### config.mk
export PLATFORM = sky130hd
export DESIGN_NAME = imem_loader
export DESIGN_NICKNAME = d
export VERILOG_FILES = /design/src/rtl/imem_loader_pkg.sv /design/src/rtl/imem_loader_byte_packer.sv /design/src/rtl/imem_loader.sv
export SDC_FILE = /design/constraint.sdc
export NUM_CORES = 1
export LEC_CHECK = 0
export BUFFER_PORTS_ARGS = -buffer_cell sky130_fd_sc_hd__clkbuf_2
export CORE_MARGIN = 3
export CORE_UTILIZATION = 45
export CTS_CLUSTER_DIAMETER = 200
export DETAILED_ROUTE_END_ITERATION = 16
export SETUP_SLACK_MARGIN = 0.3
export SYNTH_ARGS = -nofsm -noshare
export SYNTH_HDL_FRONTEND = slang
export SYNTH_HIERARCHICAL = 1
export SYNTH_SLANG_ARGS = --single-unit
### constraint.sdc
create_clock -name clock -period 4.5 [get_ports clock]
set_input_delay 0.675 -clock clock [delete_from_list [all_inputs] [get_ports clock]]
set_output_delay 0.675 -clock clock [all_outputs]
set_load 0.01 [all_outputs]
### src/rtl/imem_loader_pkg.sv
// imem_loader_pkg: shared loader constants and FSM state encoding
package imem_loader_pkg;
  localparam logic [7:0] DEFAULT_HEADER_BYTE = 8'hA5;
  localparam int BYTES_PER_WORD = 4;
  typedef enum logic [1:0] {IDLE, COUNT, DATA, CHECK} state_t;
endpackage

### src/rtl/imem_loader_byte_packer.sv
// imem_loader_byte_packer: packs MSB-first bytes into 32-bit words
// Ports: clock/reset_n clock and async active-low reset; i_clear restarts the byte count;
//        i_valid/i_byte byte input; o_word assembled word (including the current byte);
//        o_ready high on the cycle the 4th byte of a word is presented
module imem_loader_byte_packer
  import imem_loader_pkg::*;
(
  input  logic        clock,
  input  logic        reset_n,
  input  logic        i_clear,
  input  logic        i_valid,
  input  logic [7:0]  i_byte,
  output logic [31:0] o_word,
  output logic        o_ready
);
  logic [23:0] r_shift;
  logic [1:0]  r_cnt;
  // The word is combined with the byte on the bus so the loader can register it on the same edge
  assign o_word  = {r_shift, i_byte};
  assign o_ready = i_valid && r_cnt == 2'(BYTES_PER_WORD - 1);
  always_ff @(posedge clock or negedge reset_n) begin
    if (!reset_n) begin
      r_shift <= '0;
      r_cnt   <= '0;
    end else if (i_clear) begin
      r_cnt <= '0;
    end else if (i_valid) begin
      r_shift <= {r_shift[15:0], i_byte};
      r_cnt   <= r_cnt + 2'd1;
    end
  end
endmodule

### src/rtl/imem_loader.sv
// imem_loader: framed byte-stream loader writing 32-bit words into instruction RAM
// Ports: clock/reset_n clock and async active-low reset; rx_data/rx_valid received bytes;
//        mem_write_enable/mem_address/mem_data RAM write port; cpu_hold keeps the CPU in reset;
//        load_done one-cycle success pulse; load_error sticky checksum failure; busy frame in progress
module imem_loader
  import imem_loader_pkg::*;
#(
  parameter int         ADDR_WIDTH  = 8,
  parameter int         WORD_WIDTH  = 32,
  parameter logic [7:0] HEADER_BYTE = DEFAULT_HEADER_BYTE
) (
  input  logic                  clock,
  input  logic                  reset_n,
  input  logic [7:0]            rx_data,
  input  logic                  rx_valid,
  output logic                  mem_write_enable,
  output logic [ADDR_WIDTH-1:0] mem_address,
  output logic [WORD_WIDTH-1:0] mem_data,
  output logic                  cpu_hold,
  output logic                  load_done,
  output logic                  load_error,
  output logic                  busy
);
  state_t                r_state, w_state;
  logic [7:0]            r_count, r_sum;
  logic [ADDR_WIDTH-1:0] r_word_idx;
  logic                  r_we, r_hold, r_done, r_err;
  logic [ADDR_WIDTH-1:0] r_addr;
  logic [WORD_WIDTH-1:0] r_data;
  logic [31:0]           w_word;
  logic                  w_ready, w_last;
  imem_loader_byte_packer u_packer (
    .clock   (clock),
    .reset_n (reset_n),
    .i_clear (rx_valid && r_state == COUNT),
    .i_valid (rx_valid && r_state == DATA),
    .i_byte  (rx_data),
    .o_word  (w_word),
    .o_ready (w_ready)
  );
  // COUNT byte 0 wraps to 255 here, giving a 256-word frame
  assign w_last = r_word_idx == ADDR_WIDTH'(r_count - 8'd1);
  always_comb begin
    w_state = r_state;
    if (rx_valid)
      case (r_state)
        IDLE:  w_state = rx_data == HEADER_BYTE ? COUNT : IDLE;
        COUNT: w_state = DATA;
        DATA:  w_state = w_ready && w_last ? CHECK : DATA;
        CHECK: w_state = IDLE;
      endcase
  end
  always_ff @(posedge clock or negedge reset_n) begin
    if (!reset_n) begin
      r_state    <= IDLE;
      r_count    <= '0;
      r_sum      <= '0;
      r_word_idx <= '0;
      r_we       <= 1'b0;
      r_addr     <= '0;
      r_data     <= '0;
      r_hold     <= 1'b0;
      r_done     <= 1'b0;
      r_err      <= 1'b0;
    end else begin
      r_state <= w_state;
      r_we    <= 1'b0;
      r_done  <= 1'b0;
      if (rx_valid)
        case (r_state)
          IDLE: if (rx_data == HEADER_BYTE) begin
            r_hold <= 1'b1;
            r_err  <= 1'b0;
          end
          COUNT: begin
            r_count    <= rx_data;
            r_sum      <= '0;
            r_word_idx <= '0;
          end
          DATA: begin
            r_sum <= r_sum + rx_data;
            if (w_ready) begin
              r_we       <= 1'b1;
              r_addr     <= r_word_idx;
              r_data     <= w_word;
              r_word_idx <= r_word_idx + 1'b1;
            end
          end
          CHECK: if (rx_data == r_sum) begin
            r_done <= 1'b1;
            r_hold <= 1'b0;
          end else begin
            r_err <= 1'b1;
          end
        endcase
    end
  end
  assign mem_write_enable = r_we;
  assign mem_address      = r_addr;
  assign mem_data         = r_data;
  assign cpu_hold         = r_hold;
  assign load_done        = r_done;
  assign load_error       = r_err;
  assign busy             = r_state != IDLE;
endmodule

# After elaboration in Yosys (flattened, before gate mapping)
# Index checks and enable logic that the tools add are counted.
dict set report totals {
  reg_bits 96
  wordCells 64
}
dict set report op_classes {
  eq_ne 11
  mux 20
  addsub 4
  n_bitwise 1
  reduce_logical 16
}
# op count
set ops {}
lappend ops {{one-hot mux 8 bit (2 select lines)} 2}
lappend ops {{== test 8 bit} 2}
lappend ops {{two-way mux 1 bit} 12}
lappend ops {{adder 8 x 1 -> 8 bit (second input constant)} 1}
lappend ops {{adder 8 bit} 1}
lappend ops {{== test 8 bit (second input constant)} 1}
lappend ops {{two-way mux 8 bit} 1}
lappend ops {{!= test 2 bit (second input constant)} 4}
lappend ops {{one-hot mux 2 bit (4 select lines)} 1}
lappend ops {{AND reduction 4 bit} 2}
lappend ops {{nonzero test 2 bit} 4}
lappend ops {{subtractor 8 x 1 -> 8 bit (second input constant)} 1}
lappend ops {{== test 2 bit (second input constant)} 3}
lappend ops {{AND reduction 2 bit} 3}
lappend ops {{AND reduction 3 bit} 2}
lappend ops {{logical AND 1 bit} 4}
lappend ops {{two-way mux 2 bit} 2}
lappend ops {{one-hot mux 1 bit (2 select lines)} 2}
lappend ops {{adder 2 x 1 -> 2 bit (second input constant)} 1}
lappend ops {{== test 2 x 1 -> 1 bit (second input constant)} 1}
lappend ops {{logical NOT 2 bit} 1}
lappend ops {{inverter 1 bit} 1}

# Logic depth before layout (Yosys ltp)
dict set report depth {
  word_depth 6
  ltp_mapped 12
  mapped_depth_nobuf 9
}

# Cells and area by module
# The synthesis kept the hierarchy.
# module cells_each area_each_um2 seq_area_each_um2 n_inst
set modules_own_cells {}
lappend modules_own_cells {imem_loader 288 3370.7 1751.7 1}
lappend modules_own_cells {imem_loader_byte_packer 68 1167.4 650.6 1}

# Least setup slack after synthesis
# No wires, ideal clock.
dict set report synth_timing {
  path_type {reg-to-reg}
  start {register r_state[0]}
  end {register r_word_idx[5]}
  path_buffers 3
  setup_slack_ns 2.201
  arrival_ns 2.221
  setup_ns 0.078
  required_ns 4.422
  path_stages_with_launch 13
  period_less_slack_ns 2.299
  path_cell_list {dfrtp_1 > inv_1 > ha_1 > buf_2 > clkbuf_1 > and2_1 > and2_2 > mux2i_1 > nor2b_1 > buf_2 > nand2_1 > or3_1 > a21oi_1}
}
dict set report synth_between {
  elab_chain_len 5
  elab_cells_between_ends 8
  cone_classes {eq/ne: 3; mux: 1; reduce/logical: 4}
}
# element line
set synth_rtl {}
lappend synth_rtl {{start: declaration} imem_loader.sv:24} ;# state_t r_state, w_state;
lappend synth_rtl {{start signal: assignment} imem_loader.sv:66} ;# r_state <= w_state;
lappend synth_rtl {{== test 2 bit} imem_loader.sv:36} ;# .i_valid (rx_valid && r_state == DATA),
lappend synth_rtl {{logical AND 1 bit} imem_loader.sv:36}
lappend synth_rtl {{logical AND 1 bit} imem_loader_byte_packer.sv:20} ;# assign o_ready = i_valid && r_cnt == 2'(BYTES_PER_WORD - 1);
lappend synth_rtl {{net w_ready} imem_loader.sv:31} ;# logic w_ready, w_last;
lappend synth_rtl {{!= test 2 bit (no line)} -}
lappend synth_rtl {{AND reduction 3 bit (no line)} -}
lappend synth_rtl {{end signal: assignment} imem_loader.sv:86} ;# r_word_idx <= r_word_idx + 1'b1;
lappend synth_rtl {{end: declaration} imem_loader.sv:26} ;# logic [ADDR_WIDTH-1:0] r_word_idx;
# The timed path passes the listed nets, and every way through them passes these cells.
# A chain may end at the register's enable or synchronous reset.

# Worst setup path in the final report
dict set report layout_timing {
  start {register r_state[0]}
  end {register r_data[20] (netlist: mem_data[20])}
}
dict set report layout_between {
  elab_chain_len 4
}
# element line
set layout_rtl {}
lappend layout_rtl {{== test 2 bit} imem_loader.sv:36}
lappend layout_rtl {{logical AND 1 bit} imem_loader.sv:36}
lappend layout_rtl {{logical AND 1 bit} imem_loader_byte_packer.sv:20}
lappend layout_rtl {{net w_ready} imem_loader.sv:31}
lappend layout_rtl {{AND reduction 3 bit (no line)} -}
lappend layout_rtl {{end signal: assignment} imem_loader.sv:85} ;# r_data <= w_word;
lappend layout_rtl {{end: declaration} imem_loader.sv:29} ;# logic [WORD_WIDTH-1:0] r_data;
# The timed path passes the listed nets, and every way through them passes these cells.

==> summary.md <==
| Metric | Value |
|---|---|
| Clock Root Buffer | `clkbuf_8` |
| Total power | `0.00288 W` |
| Worst VDD drop | `0.000250 V` |
| Final #Nets | `430` |
| Drt total wl | `8.70 mm` |
| Starting density of the core | `46.4%` |
| M2 GR Usage | `24.8%` |
| Setup Skew | `0.0109 ns` |
| Met3 GRT Util | `4.31%` |
| Slew headroom | `37.8%` |
| Remaining routing DRC violations | `0` |
| Area of the multi-input gates | `1930 um2` |
| Max-Cap Viols | `0` |
| Synthesis warning total | `6` |
| Layout cells sized above 1 | `35.9%` |
| Routed len/inst | `16.1 um` |
| Worst Tran Pin Value | `0.932 ns` |
| RR Endpoint | `mem_data[20]` |
| Crit-path max FO | `24` |
| Most used DFF post-synth | `dfrtp_1` |
| Die area | `11300 um2` |
| GPL Wtd Cong | `0.787` |
| Place WS | `1.26 ns` |
| Routed Antenna Nets | `0` |
| GRT Total Usage | `16.1%` |
| Final Hold Viols | `0` |
| Register area | `2400 um2` |
| Cells after Synth | `356` |
| Clk_lat worst skew | `0.36 ns` |
| CP most frequent cell | `buf_4` |
| Sequential fraction of the synthesis area | `52.9%` |
| Most used routing layer | `met2` |
| Vias after detailed routing | `2794` |
| N_diodes | `0` |
| Reg2Reg Launch Point | `r_state[0]` |
| CP max stage cell | `clkinv_1` |
| Largest net degree at the start of global routing | `62` |
| Count of cell types in the netlist | `49` |
| Req. time, crit path | `4.75 ns` |
| Synth-to-layout area growth | `11.1%` |
| Pre-antenna DRT Iters | `4` |
| First-pass GRT wire length | `14.4 mm` |
| Rows | `36` |
| FF-to-FF setup slack | `1.33 ns` |
| Antenna violations before repair | `0` |
| Max clock buf depth | `2` |
| Clock slew at reported path FFs | `0.10 ns` |
| Crit share post-route | `70.4%` |
| Grt total ovfl | `0` |
| Worst min path class | `in -> async` |
| Crit-path leading delay family | `buffers and inverters` |
| CP endpoint kind | `flop` |
| Layout fillers | `899` |
| Fmax | `316 MHz` |
| Die width | `106 um` |
| P per Cell Area | `571 nW/um2` |
| PnR worst setup slack | `1.33 ns` |
| Setup crit start kind | `flop` |
| Final min period | `3.17 ns` |
| Worst Setup Path Type | `reg -> reg` |
| Run status | `completed` |
| Post-CTS Setup Inserts | `0` |
| Vias in the first global route | `2784` |
| Syn avg cell area | `12.7 um2` |
| Die span in y | `106 um` |
| H-tree depth | `3` |
| Crit-path cells | `inv_1, ha_1, and2_1, and2_2, nand3_1, buf_4, clkinv_1, buf_4, mux2_2` |
| Asr flop ratio synth | `100%` |
| CTS tree | `done` |
| Synth Net Count | `382` |
| R2R cell count | `9` |
| Commonest non-fill, non-tap cell in the layout | `dfrtp_1` |
| Final setup viols | `0` |
| Number of synthesized register bits | `96` |
| DR vias/cell | `5.15` |
| Setup crit start | `r_state[0]` |
| Number of non-filler instances in the completed layout | `542` |
| Cts bufs inserted | `9` |
| Synthesized area | `4540 um2` |
| Clock sinks | `96` |
| Leakage | `2.48 nW` |
| Crit path arrival time | `3.42 ns` |
| Core area | `9770 um2` |
| Unrepaired setup endpoints after global routing | `no` |
| Buffers & Inverters on Critical Path | `4` |
| PostCTS Resize Cnt | `0` |
| Max-slew violations | `0` |
| First DRT Iteration DRCs | `92` |
| HPWL after DPL | `5.96 mm` |
| I/O pin count | `56` |
| IO Port Bufs | `55` |
| Setup TNS | `0 ns` |
| Post-synth EDFFs | `0` |
| Routing usage on met1 | `22.7%` |
| Crit-path max cell delay | `0.70 ns` |
| Commonest non-fill, non-tap cells in the layout | `96 x dfrtp_1, 54 x clkbuf_2, 47 x mux2_2, 24 x nand2_1, 20 x mux2_4` |
| Cts hold-fix bufs | `0` |
| Placed Cells | `526` |
[cell families after synthesis]
family                   share of synthesized area, %
XOR/XNOR                                         4.44
buffers and inverters                            4.55
adder cells (fa/ha/maj)                          4.30
AND/OR/NAND/NOR                                  9.54
flip-flops                                       52.9
multiplexers                                     18.9
AO/OA/AOI/OAI                                    5.29
[cell usage after synthesis (all sizes together) (2+ instances only)]
cell type / instances / area share (%)
mux2i: 3 / 0.66
nand2: 24 / 2.0
xnor2: 13 / 2.5
nand3: 10 / 1.1
inv: 11 / 0.91
clkbuf: 3 / 0.25
xor2: 10 / 1.9
dfrtp: 96 / 53
nor2: 18 / 1.7
a21o: 2 / 0.33
buf: 18 / 3.2
nor3: 4 / 0.44
ha: 14 / 3.9
o21ai: 17 / 2.0
o31ai: 3 / 0.50
nand4bb: 2 / 0.50
a221o: 2 / 0.44
nor4: 2 / 0.41
mux2: 67 / 18
nor2b: 2 / 0.44
nand4: 3 / 0.41
nand3b: 2 / 0.33
and2: 2 / 0.30
and3: 4 / 0.55
a21oi: 5 / 0.55
nor3b: 4 / 0.66
clkinv: 2 / 0.17
[worst reg2reg max path: stages (launching register included)]
cell and delay [ns]:
dfrtp_1 0.38, inv_1 0.08, ha_1 0.38, and2_1 0.28, and2_2 0.21, nand3_1 0.08
buf_4 0.21, clkinv_1 0.70, buf_4 0.47, mux2_2 0.29
[per-layer routing]
layer	wire length (um)	up-vias
li1	-	1330
met1	4200	1396
met2	4030	56
met3	365	12
met4	114	0
met5	0	-
[worst max path at each step]
| stage | end | slack, ns | cells after the start |
|---|---|---|---|
| 2_1_floorplan | r_word_idx[5] | 2.20 | 12 |
| 3_3_place_gp | mem_data[30] | 1.36 | 9 |
| 3_5_place_dp | mem_data[20] | 1.26 | 9 |
| 4_1_cts | mem_data[20] | 1.27 | 9 |
| 5_1_grt | mem_data[20] | 1.09 | 9 |
| 6_report | mem_data[20] | 1.33 | 9 |
[stage by stage]
stage / cell area, um2 / utilization, % / hold slack, ns
4_1_cts: 5040 / 51.6 / 0.411
6_report: 5040 / 51.6 / 0.379
3_3_place_gp: 4850 / 49.6 / 0.469
2_1_floorplan: 4540 / - / 0.379
5_1_grt: 5040 / 51.6 / 0.420
3_5_place_dp: 4850 / 49.6 / 0.478
[layout make-up]
cell class | count | area share [%]
Timing Repair Buffer | 58 | 5.96
Clock buffer | 10 | 2.73
Inverter | 13 | 0.968
Sequential cell | 96 | 47.6
Multi-Input combinational cell | 226 | 38.3
Tap cell | 133 | 3.30
Clock inverter | 6 | 1.14
[where the power goes]
group	internal (W)	leakage, nW	switching (W)
combinational	0.000521	1.12	0.000458
clock	0.000230	0.101	0.000331
sequential	0.00113	1.26	0.000212
total	0.00188	2.48	0.00100
[state kept, by name, indices dropped and copies added (netlist names)]
register and flops:
u_packer/r_cnt 2, r_word_idx 8, load_done 1, mem_address 8, mem_data 32, load_error 1, r_state 2, r_sum 8
r_count 8, cpu_hold 1, u_packer/r_shift 24, mem_write_enable 1
Power figures use the tool's default switching activity.
